`config.mk`:
```
export PLATFORM = sky130hd
export DESIGN_NAME = mux_sel_rr_arbiter_flat
export DESIGN_NICKNAME = d
export VERILOG_FILES = /design/src/rtl/mux_sel_rr_arbiter_if.sv /design/src/rtl/mux_sel_rr_arbiter.sv /design/src/flat_wrapper.sv
export SDC_FILE = /design/constraint.sdc
export NUM_CORES = 1
export LEC_CHECK = 0
export ABC_CLOCK_PERIOD_IN_PS = 2650
export CORE_ASPECT_RATIO = 0.75
export CORE_MARGIN = 10
export CORE_UTILIZATION = 30
export DETAILED_ROUTE_END_ITERATION = 8
export GPL_TIMING_DRIVEN = 0
export HOLD_SLACK_MARGIN = 0.15
export PLACE_DENSITY = 0.62
export SLEW_MARGIN = 20
export SYNTH_ARGS = -nofsm -noshare
export SYNTH_HDL_FRONTEND = slang
export SYNTH_SLANG_ARGS = --single-unit
```
`constraint.sdc`:
```
create_clock -name clk -period 2.65 [get_ports clk]
set_input_delay 0.53 -clock clk [delete_from_list [all_inputs] [get_ports clk]]
set_output_delay 0.53 -clock clk [all_outputs]
set_load 0.02 [all_outputs]
```
`src/rtl/mux_sel_rr_arbiter_if.sv`:
```
// mux_sel_rr_arbiter_if: request/grant/select bundle between requesters and the mux-select arbiter
interface mux_sel_rr_arbiter_if;
  logic [3:0] req;
  logic [3:0] gnt;
  logic [1:0] sel;
  logic       busy;
  logic       timeout;
  modport master(output req, input gnt, sel, busy, timeout);
  modport slave(input req, output gnt, sel, busy, timeout);
endinterface

```
`src/rtl/mux_sel_rr_arbiter.sv`:
```
// mux_sel_rr_arbiter: round-robin owner arbiter driving a shared 4:1 mux select; ARB_TIMEOUT_EN enables forced release after MAX_HOLD cycles
module mux_sel_rr_arbiter #(
  parameter int MAX_HOLD = 16,
  parameter int CNT_W    = 5
) (
  input logic                   clk,
  input logic                   rst_n,
  mux_sel_rr_arbiter_if.slave   bus
);
  localparam logic [0:0] IDLE = 1'b0;
  localparam logic [0:0] BUSY = 1'b1;
  if (MAX_HOLD < 2 || (2 ** CNT_W) <= MAX_HOLD) begin : g_cfg_err
    $error("mux_sel_rr_arbiter: need MAX_HOLD >= 2 and 2**CNT_W > MAX_HOLD");
  end
  logic [0:0] state_q, state_d;
  logic [3:0] gnt_q, gnt_d;
  logic [1:0] sel_q, sel_d;
  logic [1:0] ptr_q, ptr_d;
  logic [3:0] rot;
  logic [1:0] off;
  logic [1:0] pick;
  logic       expire;
`ifdef ARB_TIMEOUT_EN
  logic [CNT_W-1:0] hold_q, hold_d;
  logic             timeout_q, timeout_d;
  assign expire = state_q == BUSY && bus.req[sel_q] && hold_q == CNT_W'(MAX_HOLD - 1);
  // hold counter restarts on every grant and saturates while the owner keeps it
  always_comb begin
    hold_d    = state_q == IDLE ? '0 : (hold_q == {CNT_W{1'b1}} ? hold_q : hold_q + 1'b1);
    timeout_d = expire;
  end
  assign bus.timeout = timeout_q;
`else
  assign expire      = 1'b0;
  assign bus.timeout = 1'b0;
`endif
  // rotate requests so index 0 is the pointer, then take the first set bit
  always_comb begin
    for (int i = 0; i < 4; i++) rot[i] = bus.req[2'(ptr_q + 2'(i))];
    off  = rot[0] ? 2'd0 : rot[1] ? 2'd1 : rot[2] ? 2'd2 : 2'd3;
    pick = ptr_q + off;
  end
  // grant from IDLE, release from BUSY; sel only moves on a grant so the mux holds through the gap
  always_comb begin
    state_d = state_q;
    gnt_d   = gnt_q;
    sel_d   = sel_q;
    ptr_d   = ptr_q;
    if (state_q == IDLE && |bus.req) begin
      state_d = BUSY;
      gnt_d   = 4'b0001 << pick;
      sel_d   = pick;
    end else if (state_q == BUSY && (!bus.req[sel_q] || expire)) begin
      state_d = IDLE;
      gnt_d   = '0;
      ptr_d   = sel_q + 2'd1;
    end
  end
  // state registers with synchronous active-low reset
  always_ff @(posedge clk) begin
    if (!rst_n) begin
      state_q <= IDLE;
      gnt_q   <= '0;
      sel_q   <= '0;
      ptr_q   <= '0;
`ifdef ARB_TIMEOUT_EN
      hold_q    <= '0;
      timeout_q <= 1'b0;
`endif
    end else begin
      state_q <= state_d;
      gnt_q   <= gnt_d;
      sel_q   <= sel_d;
      ptr_q   <= ptr_d;
`ifdef ARB_TIMEOUT_EN
      hold_q    <= hold_d;
      timeout_q <= timeout_d;
`endif
    end
  end
  assign bus.gnt  = gnt_q;
  assign bus.sel  = sel_q;
  assign bus.busy = |gnt_q;
endmodule

```
`src/flat_wrapper.sv`:
```
// flat-port wrapper written by rule: the top's interface ports become plain ports
module mux_sel_rr_arbiter_flat 
#(
  parameter int MAX_HOLD = 16,
  parameter int CNT_W    = 5
)
  (clk, rst_n, bus_req, bus_gnt, bus_sel, bus_busy, bus_timeout);
  mux_sel_rr_arbiter_if bus_i ();
  input logic clk;
  input logic rst_n;
  input wire logic [$bits(bus_i.req)-1:0] bus_req;
  output wire logic [$bits(bus_i.gnt)-1:0] bus_gnt;
  output wire logic [$bits(bus_i.sel)-1:0] bus_sel;
  output wire logic [$bits(bus_i.busy)-1:0] bus_busy;
  output wire logic [$bits(bus_i.timeout)-1:0] bus_timeout;
  assign bus_i.req = bus_req;
  assign bus_gnt = bus_i.gnt;
  assign bus_sel = bus_i.sel;
  assign bus_busy = bus_i.busy;
  assign bus_timeout = bus_i.timeout;
  mux_sel_rr_arbiter #(.MAX_HOLD(MAX_HOLD), .CNT_W(CNT_W)) u_core (.clk(clk), .rst_n(rst_n), .bus(bus_i));
endmodule
```
==> results.yml, run 1 <==
place:
  place_worst_setup_slack_ps: -212
  io_buffer_count: 12
  dpl.hpwl_mm: 1.05
  place_congestion: 0.730
timing:
  fin_crit_ps: 2480
  slew_viol_final: 0
  setup_violations: 0
  worst_slack_ps: 170
  final.period_utilization: 0.936
  fmax_mhz: 403
  finClkSkew_ps: 0.799
  fin_setup_tns_ps: 0
  final_hold_viol_count: 0
  grt_setup_unrepaired: "no"
synthesis:
  synth_nets: 73
  syn_avg_cell_area_um2: 8.63
  ys_seq_area_frac: 0.316
  syn_inst: 66
  async_flop_share: 0
  syn_area_um2: 569
  synth_edf_count: 0
  ys_ff_latch: 9
  yosys_warnings: 0
  synth_cell_types: 36
  ys.flop_type: "dfxtp_1"
floorplanning:
  die_area_um2: 4060
  ios: 14
  core_area_um2: 1770
  die_w_um: 70.3
  row_count: 13
  die_y_um: 57.7
  initial_utilization: 0.321
clock_tree:
  path_clk_slew_ps: 60
  clock_path_buffers: 2
  cts_root_buf: "clkbuf_4"
  clk-insertion-delay-late_ps: 260
  clock-sinks: 9
  post-cts-setup-buffers: 0
  cts_buffers: 3
  cts_max_level: 1
  tritoncts: "yes"
setup_path:
  crit_arrival_ps: 2640
  rrSetupSlack_ps: 490
  startpoint: "bus_req[2]"
  r2r-end: "u_core.bus.gnt[0]"
  r2r_cells: 8
  r2r_start: "u_core.ptr_q[0]"
  crit_fanout: 7
  cp-end-kind: "flip-flop"
  critical_path_class: "in2reg"
  critPathLaunchType: "input port"
  endpoint: "u_core.bus.gnt[0]"
  required_ps: 2810
detailed_routing:
  drt_wl_total_mm: 1.34
  vias_per_cell: 5.05
  first_pass_iters: 4
  vias: 525
  remaining_drc_errors: 0
  wl_per_cell_um: 12.9
  ant_nets: 0
  first_iter_violations: 7
global_route:
  gr-total-overflow: 0
  grt_pass1_wl_mm: 2.36
  track_usage: 0.0705
  antenna_found_initial: 0
  grt_pass1_vias: 514
  grt_max_degree: 11
cells_and_area:
  drive_gt1_frac: 0.134
  nNetsFinal: 90
  antenna_cells: 0
  area_growth_pct: 31.4
min_path:
  hp-class: "reg2reg"
power_and_ir_drop:
  worst_ir_drop_vdd_v: 0.000293
  leakage_uw: 0.000326
  p_per_area_nw_per_um2: 590
flow_run:
  cap_violations: 0
outcome:
  status: "complete, no violations"
[cell usage in the layout, fill, tap and decap left out, types with 2 or more instances in the layout]
master / instances
clkbuf_4: 3
clkbuf_1: 2
o21ai_0: 10
inv_1: 3
and4_1: 2
or4_1: 2
clkdlybuf4s50_1: 10
dlymetal6s2s_1: 2
nand3_1: 3
nand4_1: 2
a41o_1: 2
nor2_1: 2
nand2_1: 5
dfxtp_1: 9
[per-layer routing]
metal | global-route usage | part of all wire | vias to the layer above
met2 | 0.118 | 0.49 | 6
met4 | 0.0337 | 0.022 | 0
met1 | 0.0764 | 0.46 | 241
met3 | 0.0289 | 0.036 | 4
li1 | - | - | 274
met5 | 0 | 0 | -
[state kept, by name, indices dropped and copies added, names as in the netlist]
name / cells
u_core.ptr_q: 2
u_core.bus.sel: 2
u_core.state_q: 1
u_core.bus.gnt: 4
[how the worst min path moves through the flow]
stage                     cells after the start  slack (ps)                 to              start
after CTS                                     2         500  u_core.bus.gnt[3]  u_core.bus.gnt[3]
final                                         2         500  u_core.bus.gnt[3]  u_core.bus.gnt[3]
after detailed placement                      2         490  u_core.bus.gnt[3]  u_core.bus.gnt[3]
after floorplan                               2         550    u_core.ptr_q[1]    u_core.ptr_q[1]
after global routing                          2         550  u_core.bus.gnt[2]  u_core.bus.gnt[2]
after global placement                        2         490  u_core.bus.gnt[2]  u_core.bus.gnt[2]
[through the flow]
stage / hold WS [ps] / util / instances / power, uW / area [um^2]
after floorplan: 548 / - / 66 / 273 / 569
after global placement: 491 / 0.404 / 100 / 339 / 717
after detailed placement: 493 / 0.404 / 100 / 340 / 717
after CTS: 502 / 0.419 / 104 / 448 / 743
after global routing: 554 / 0.422 / 104 / 474 / 748
final: 502 / 0.422 / 104 / 441 / 748
[Yosys cell counts (all sizes together) (2+ instances only)]
library cell	number	share of area
mux2	2	0.046
or4	2	0.026
a41o	2	0.035
nor2	2	0.013
nand3	3	0.026
nand4	2	0.022
and4	3	0.051
buf	2	0.033
nand2	5	0.033
dfxtp	9	0.32
o21ai	10	0.088
inv	3	0.020
and2b	2	0.029
[what timing repair did]
item,in CTS,in global routing
setup endpoints to repair,0,3
hold buffers,0,0
gates resized for setup,0,2
[cells by family after synthesis]
family | synth area share
DFF | 0.316
AOI/OAI and AO/OA | 0.160
other | 0.00659
xor gates and xnor gates | 0.0154
and+or+nand+nor | 0.317
buffers and inverters | 0.0593
adders and majority gates | 0.0220
muxes | 0.103
[worst max-delay path, stage by stage]
cell and delay, ps:
clkdlybuf4s50_1 600, nor3b_1 80, o21ai_0 170, o211ai_1 120
ha_1 230, or4_1 480, and4_4 210, a41o_1 230
[report_power, final]
group	switching (uW)	internal, uW	total [uW]
combinational	83.0	83.9	167
sequential	15.8	152	168
clock	48.1	58.0	106
[cell type report]
cell class,instances,area (um^2)
plain buffers,3,22.5
inverters,3,11.3
well taps,22,27.5
fillers,183,1020
repair buffers,12,125
clock buffers,4,26.3
flip-flops and latches,9,180
multi-input cells,51,355
Power figures use the tool's default switching activity.
==> run 2, diff against run 1 <==
--- a/config.mk
+++ b/config.mk
@@ -7,7 +7,6 @@
 export LEC_CHECK = 0
 export ABC_CLOCK_PERIOD_IN_PS = 2650
 export CORE_ASPECT_RATIO = 0.75
-export CORE_MARGIN = 10
 export CORE_UTILIZATION = 30
 export DETAILED_ROUTE_END_ITERATION = 8
 export GPL_TIMING_DRIVEN = 0
@@ -17,3 +16,4 @@
 export SYNTH_ARGS = -nofsm -noshare
 export SYNTH_HDL_FRONTEND = slang
 export SYNTH_SLANG_ARGS = --single-unit
+export TNS_END_PERCENT = 20
==> run 2 against run 1 <==
Compared with the run above:
- flip-flop and latch count unchanged
- clock power about the same
- register-to-register slack about the same
- final cell count unchanged
- utilization up 0.25 points
- first-iteration DRC count down 14%
- fmax down 2.3%
- largest power group unchanged
- highest routed layer unchanged
==> results.yml, run 2 (same netlist as run 1, synthesis figures left out) <==
clock_tree:
  post-cts-setup-buffers: 0
  clk-insertion-delay-late_ps: 260
  tritoncts: "yes"
  cts_max_level: 1
  path_clk_slew_ps: 60
  cts_buffers: 3
  clock_path_buffers: 2
  cts_root_buf: "clkbuf_4"
  clock-sinks: 9
setup_path:
  r2r-end: "u_core.bus.gnt[1]"
  rrSetupSlack_ps: 480
  r2r_start: "u_core.ptr_q[0]"
  critical_path_class: "in2reg"
  critPathLaunchType: "input port"
  cp-end-kind: "flip-flop"
  crit_arrival_ps: 2700
  r2r_cells: 8
  crit_fanout: 7
  required_ps: 2810
floorplanning:
  die_w_um: 52.3
  ios: 14
  row_count: 13
  initial_utilization: 0.324
  core_area_um2: 1760
  die_area_um2: 2080
  die_y_um: 39.7
outcome:
  status: "complete, no violations"
min_path:
  hp-class: "reg2reg"
  hold_path_depth: 2
  worstHoldStart: "u_core.bus.gnt[2]"
  whs_endpoint: "u_core.bus.gnt[2]"
detailed_routing:
  drt_wl_total_mm: 1.27
  remaining_drc_errors: 0
  vias: 526
  wl_per_cell_um: 12.3
  first_pass_iters: 4
  first_iter_violations: 6
  ant_nets: 0
  vias_per_cell: 5.06
place:
  dpl.hpwl_um: 928
  io_buffer_count: 12
  place_congestion: 0.763
  dpl_cell_area_um2: 717
  placedCellCount: 100
cells_and_area:
  drive_gt1_frac: 0.134
  antenna_cells: 0
  area_growth_pct: 31.0
  stdcell_count: 104
  final_common_cell: "clkdlybuf4s50_1"
  fillerInstances: 174
  largest_reg_flops: 4
  nNetsFinal: 90
  utilization: 0.425
  layout_common_cells: "11 x clkdlybuf4s50_1, 10 x o21ai_0, 9 x dfxtp_1, 5 x nand2_1"
  fin_area_um2: 746
global_route:
  grt_max_degree: 11
  track_usage: 0.135
  antenna_found_initial: 0
  gr-total-overflow: 0
  grt_pass1_vias: 396
  grt_pass1_wl_mm: 1.88
timing:
  grt_setup_unrepaired: "no"
  final.period_utilization: 0.958
  finClkSkew_ps: 0.402
  fmax_mhz: 394
  setup_violations: 0
  fin_crit_ps: 2540
  slew_viol_final: 0
  whs_ps: 498
  final_hold_viol_count: 0
power_and_ir_drop:
  total_power_uw: 443
  leakage_uw: 0.000317
  p_per_area_nw_per_um2: 594
  worst_ir_drop_vdd_v: 0.000317
flow_run:
  cap_violations: 0
run 2: changes by cell type in the layout (fill, tap and decap cells not counted):
cell / delta
clkdlybuf4s50_1: +1
dlymetal6s2s_1: -1
run 2: layout make-up:
class	instances	area, um^2	share of cell area
sequential	9	180	0.242
tap	22	27.5	0.0369
clock buffer	4	26.3	0.0352
timing repair buffer	12	123	0.164
inverter	3	11.3	0.0151
multi-input combinational	51	355	0.477
buffer	3	22.5	0.0302
run 2: what timing repair did:
action / CTS / global route
endpoints found under the hold margin: 0 / 0
endpoints found under the setup margin: 0 / 1
hold buffers: 0 / 0
gates resized for setup: 0 / 1
run 2: routing by layer:
| metal | wire length, um | track usage | vias to the layer above | share of wire |
|---|---|---|---|---|
| met2 | 437 | 0.142 | 15 | 0.34 |
| met5 | 0 | 0 | - | 0 |
| met3 | 77 | 0.0814 | 2 | 0.060 |
| li1 | - | - | 277 | - |
| met1 | 749 | 0.205 | 232 | 0.59 |
| met4 | 10 | 0.0395 | 0 | 0.0078 |
run 2: power breakdown:
part	switching, uW	leakage (uW)	internal, uW
sequential	17.0	0.0000738	152
clock	47.6	0.0000150	58.0
combinational	83.7	0.000228	84.1
total	148	0.000317	294
run 2: how the worst max path moves through the flow:
stage | from | endpoint | slack, ps | cells after the start
floorplan | bus_req[3] | u_core.bus.gnt[0] | 530 | 7
global placement | bus_req[3] | u_core.bus.gnt[1] | -180 | 8
detailed placement | bus_req[3] | u_core.bus.gnt[1] | -220 | 8
CTS | bus_req[3] | u_core.bus.gnt[1] | 60 | 8
global route | bus_req[0] | u_core.bus.gnt[1] | 40 | 8
finish | bus_req[0] | u_core.bus.gnt[1] | 110 | 8
run 2: critical path, cell delays in order:
cell and delay [ps]:
clkdlybuf4s50_1 520, and3b_2 240, o21ai_0 150, o211ai_1 110, ha_1 230, or4_1 470, and4_4 200, a41o_1 230
run 2: through the flow:
stage | TNS [ps] | setup slack (ps)
after floorplan | 0 | 527
after global placement | -609 | -185
after detailed placement | -743 | -224
after CTS | 0 | 63.0
after global routing | 0 | 35.7
final | 0 | 111
==> run 3, diff against run 2 <==
--- a/config.mk
+++ b/config.mk
@@ -9,6 +9,7 @@
 export CORE_ASPECT_RATIO = 0.75
 export CORE_UTILIZATION = 30
 export DETAILED_ROUTE_END_ITERATION = 8
+export GPL_ROUTABILITY_DRIVEN = 0
 export GPL_TIMING_DRIVEN = 0
 export HOLD_SLACK_MARGIN = 0.15
 export PLACE_DENSITY = 0.62
==> results of run 3 <==
Same layout as run 2: the final DEF is identical, and so are final timing and power.
==> RTL change: new RTL, config.mk and constraints of run 3 <==
Build with the macro `ARB_TIMEOUT_EN` defined.
--- a/src/rtl/mux_sel_rr_arbiter.sv
+++ b/src/rtl/mux_sel_rr_arbiter.sv
@@ -1,3 +1,5 @@
 // mux_sel_rr_arbiter: round-robin owner arbiter driving a shared 4:1 mux select; ARB_TIMEOUT_EN enables forced release after MAX_HOLD cycles
+`define ARB_TIMEOUT_EN
+
 module mux_sel_rr_arbiter #(
   parameter int MAX_HOLD = 16,
Formal check against the unedited RTL: no difference found for any inputs over 10 cycles, from zero or initial values and one cycle with rst_n low; that may be too few to reach the edited logic, so the function may still have changed.
==> RTL change against run 3 <==
Synthesized area up 47%. Via count up 42%. Wire length rose by 36%. Critical path type unchanged. Worst hold slack better by 0.0038 ns. Sequential cell count increased by 6. Count of clock-buffer cells in the layout stayed put. Sequential share of layout area up 4.3 points. Cell count rose by 43%. Power is 39% higher. Cell area rose by 42%. Worst setup slack better by 0.14 ns.
==> RTL change: results (changes against run 3) <==
Layout
  – Nets@finish: 124 (+38%)
  – Antenna cells: 0 (unchanged)
  – Top reg by flops: u_core.hold_q
  – Post-Layout Cell Count: 149 (+43%)
  – Share of layout cells above drive strength 1: 7.96% (-5.5 points)
  – Fill count: 277 (+59%)
  – Max reg flops: 5 (+1)
  – Area occupied by registers: 300 sq um (+67%)

Worst setup path
  – Worst-path maximum fanout: 8 (+1)
  – CP arrival: 2.59 ns (-0.11 ns)
  – Critical Path Sink: u_core.bus.gnt[0]$_SDFFE_PN0P_
  – Flop-to-flop setup slack: 0.55 ns (+0.07 ns)
  – RR Startpoint: u_core.ptr_q[1]$_SDFFE_PN0P_
  – R2R depth: 9 (+1)
  – CP Launch Point: bus_req[2]

STA
  – Tcrit/Tclk final: 90.4% (-5.4 points)
  – Worst hold margin: 0.502 ns (+0.00377 ns)
  – Clock Skew: 0.00410 ns (+0.00370 ns)

GRT
  – Gr usage total: 12.6% (-0.95 points)
  – Met3 usage: 4.05% (-4.1 points)
  – Vias in the first global route: 645 (+63%)
  – Met1 Track Usage GR: 16.2% (-4.2 points)
  – Largest net degree at the start of global routing: 11 (unchanged)
  – First-pass GRT wire length: 2890 microns (+54%)
  – Met2 Use GR: 21.1% (+6.8 points)

CTS
  – TritonCTS Buffers: 3 (unchanged)
  – CTS root buf: clkbuf_8
  – H-Tree Depth: 1 (unchanged)

Route
  – DR WL met3: 76 microns (-1.3%)
  – First-pass iteration count of the detailed router: 4 (unchanged)
  – DRT met1 WL: 910 microns (+21%)
  – Vias: 748 (+42%)
  – DR iter-0 viols: 21 (+15)
  – Routed wl met2: 747 microns (+71%)
  – Wire per inst: 11.7 microns (-4.7%)
  – Uppermost routed layer: met4

Run status
  – Status: finished clean

Synthesis
  – Mapped Nets: 106 (+45%)
  – Seq/Total Area, Yosys: 35.9% (+4.3 points)
  – Synth top cells by count: dfxtp_1, nand2_1, nor2_1
  – Synth Area in Compound Gates: 19.6% (+3.6 points)
  – Adder-cell share of the synthesized area: 5.99% (+3.8 points)
  – Synth top area cells: dfxtp_1, ha_1, nand2_1
  – Syn_area_per_cell: 8.71 sq um (+0.93%)
  – Mux cell area share after synthesis: 3.89% (-6.4 points)
  – Post-Synth XOR/XNOR Area: 4.19% (+2.7 points)

Placed design
  – # placed instances: 145 (+45%)
  – Number of port buffers: 13 (+1)
  – Post-DP HPWL: 1290 microns (+39%)
  – Pre-CTS setup slack: -0.00234 ns (+0.222 ns)
  – Area after DPL: 1010 sq um (+41%)

Min path
  – Worst Hold End: u_core.bus.gnt[3]$_SDFFE_PN0P_
  – Hold Path Cell Cnt: 2 (unchanged)
  – Hold path startpoint: u_core.bus.gnt[3]$_SDFFE_PN0P_
  – Hold Path Class: reg -> reg

Power and ir drop
  – Leakage: 0.418 nW (+32%)
  – Worst VDD drop: 0.269 mV (-15%)
-- RTL change: changes by cell type after synthesis, moves of 3 or more --
cell and change:
dfxtp_1 +6, a21oi_1 +3, nor2_1 +7, o21ai_0 -4
nand2_1 +4, ha_1 +3
-- RTL change: report_power, final --
part | switching (mW) | total [mW] | internal [mW]
Combinational | 0.0903 | 0.171 | 0.0803
Clock | 0.0782 | 0.185 | 0.106
Sequential | 0.0168 | 0.261 | 0.244
Total | 0.185 | 0.616 | 0.431
-- RTL change: worst max-delay path: stages --
cell and delay, ns:
clkdlybuf4s50_1 0.55, nor2b_1 0.21, nand2b_1 0.16, a32oi_1 0.20, nand2_1 0.08, ha_1 0.19, a21boi_0 0.13, a32oi_2 0.31
a41o_1 0.22
-- RTL change: final cells by class --
type,count,share of cell area (%)
plain buffers,3,1.07
clock buffers,4,4.27
inverters,5,1.78
multi-input cells,73,47.9
flip-flops and latches,15,28.4
well taps,36,4.27
repair buffers,13,12.3
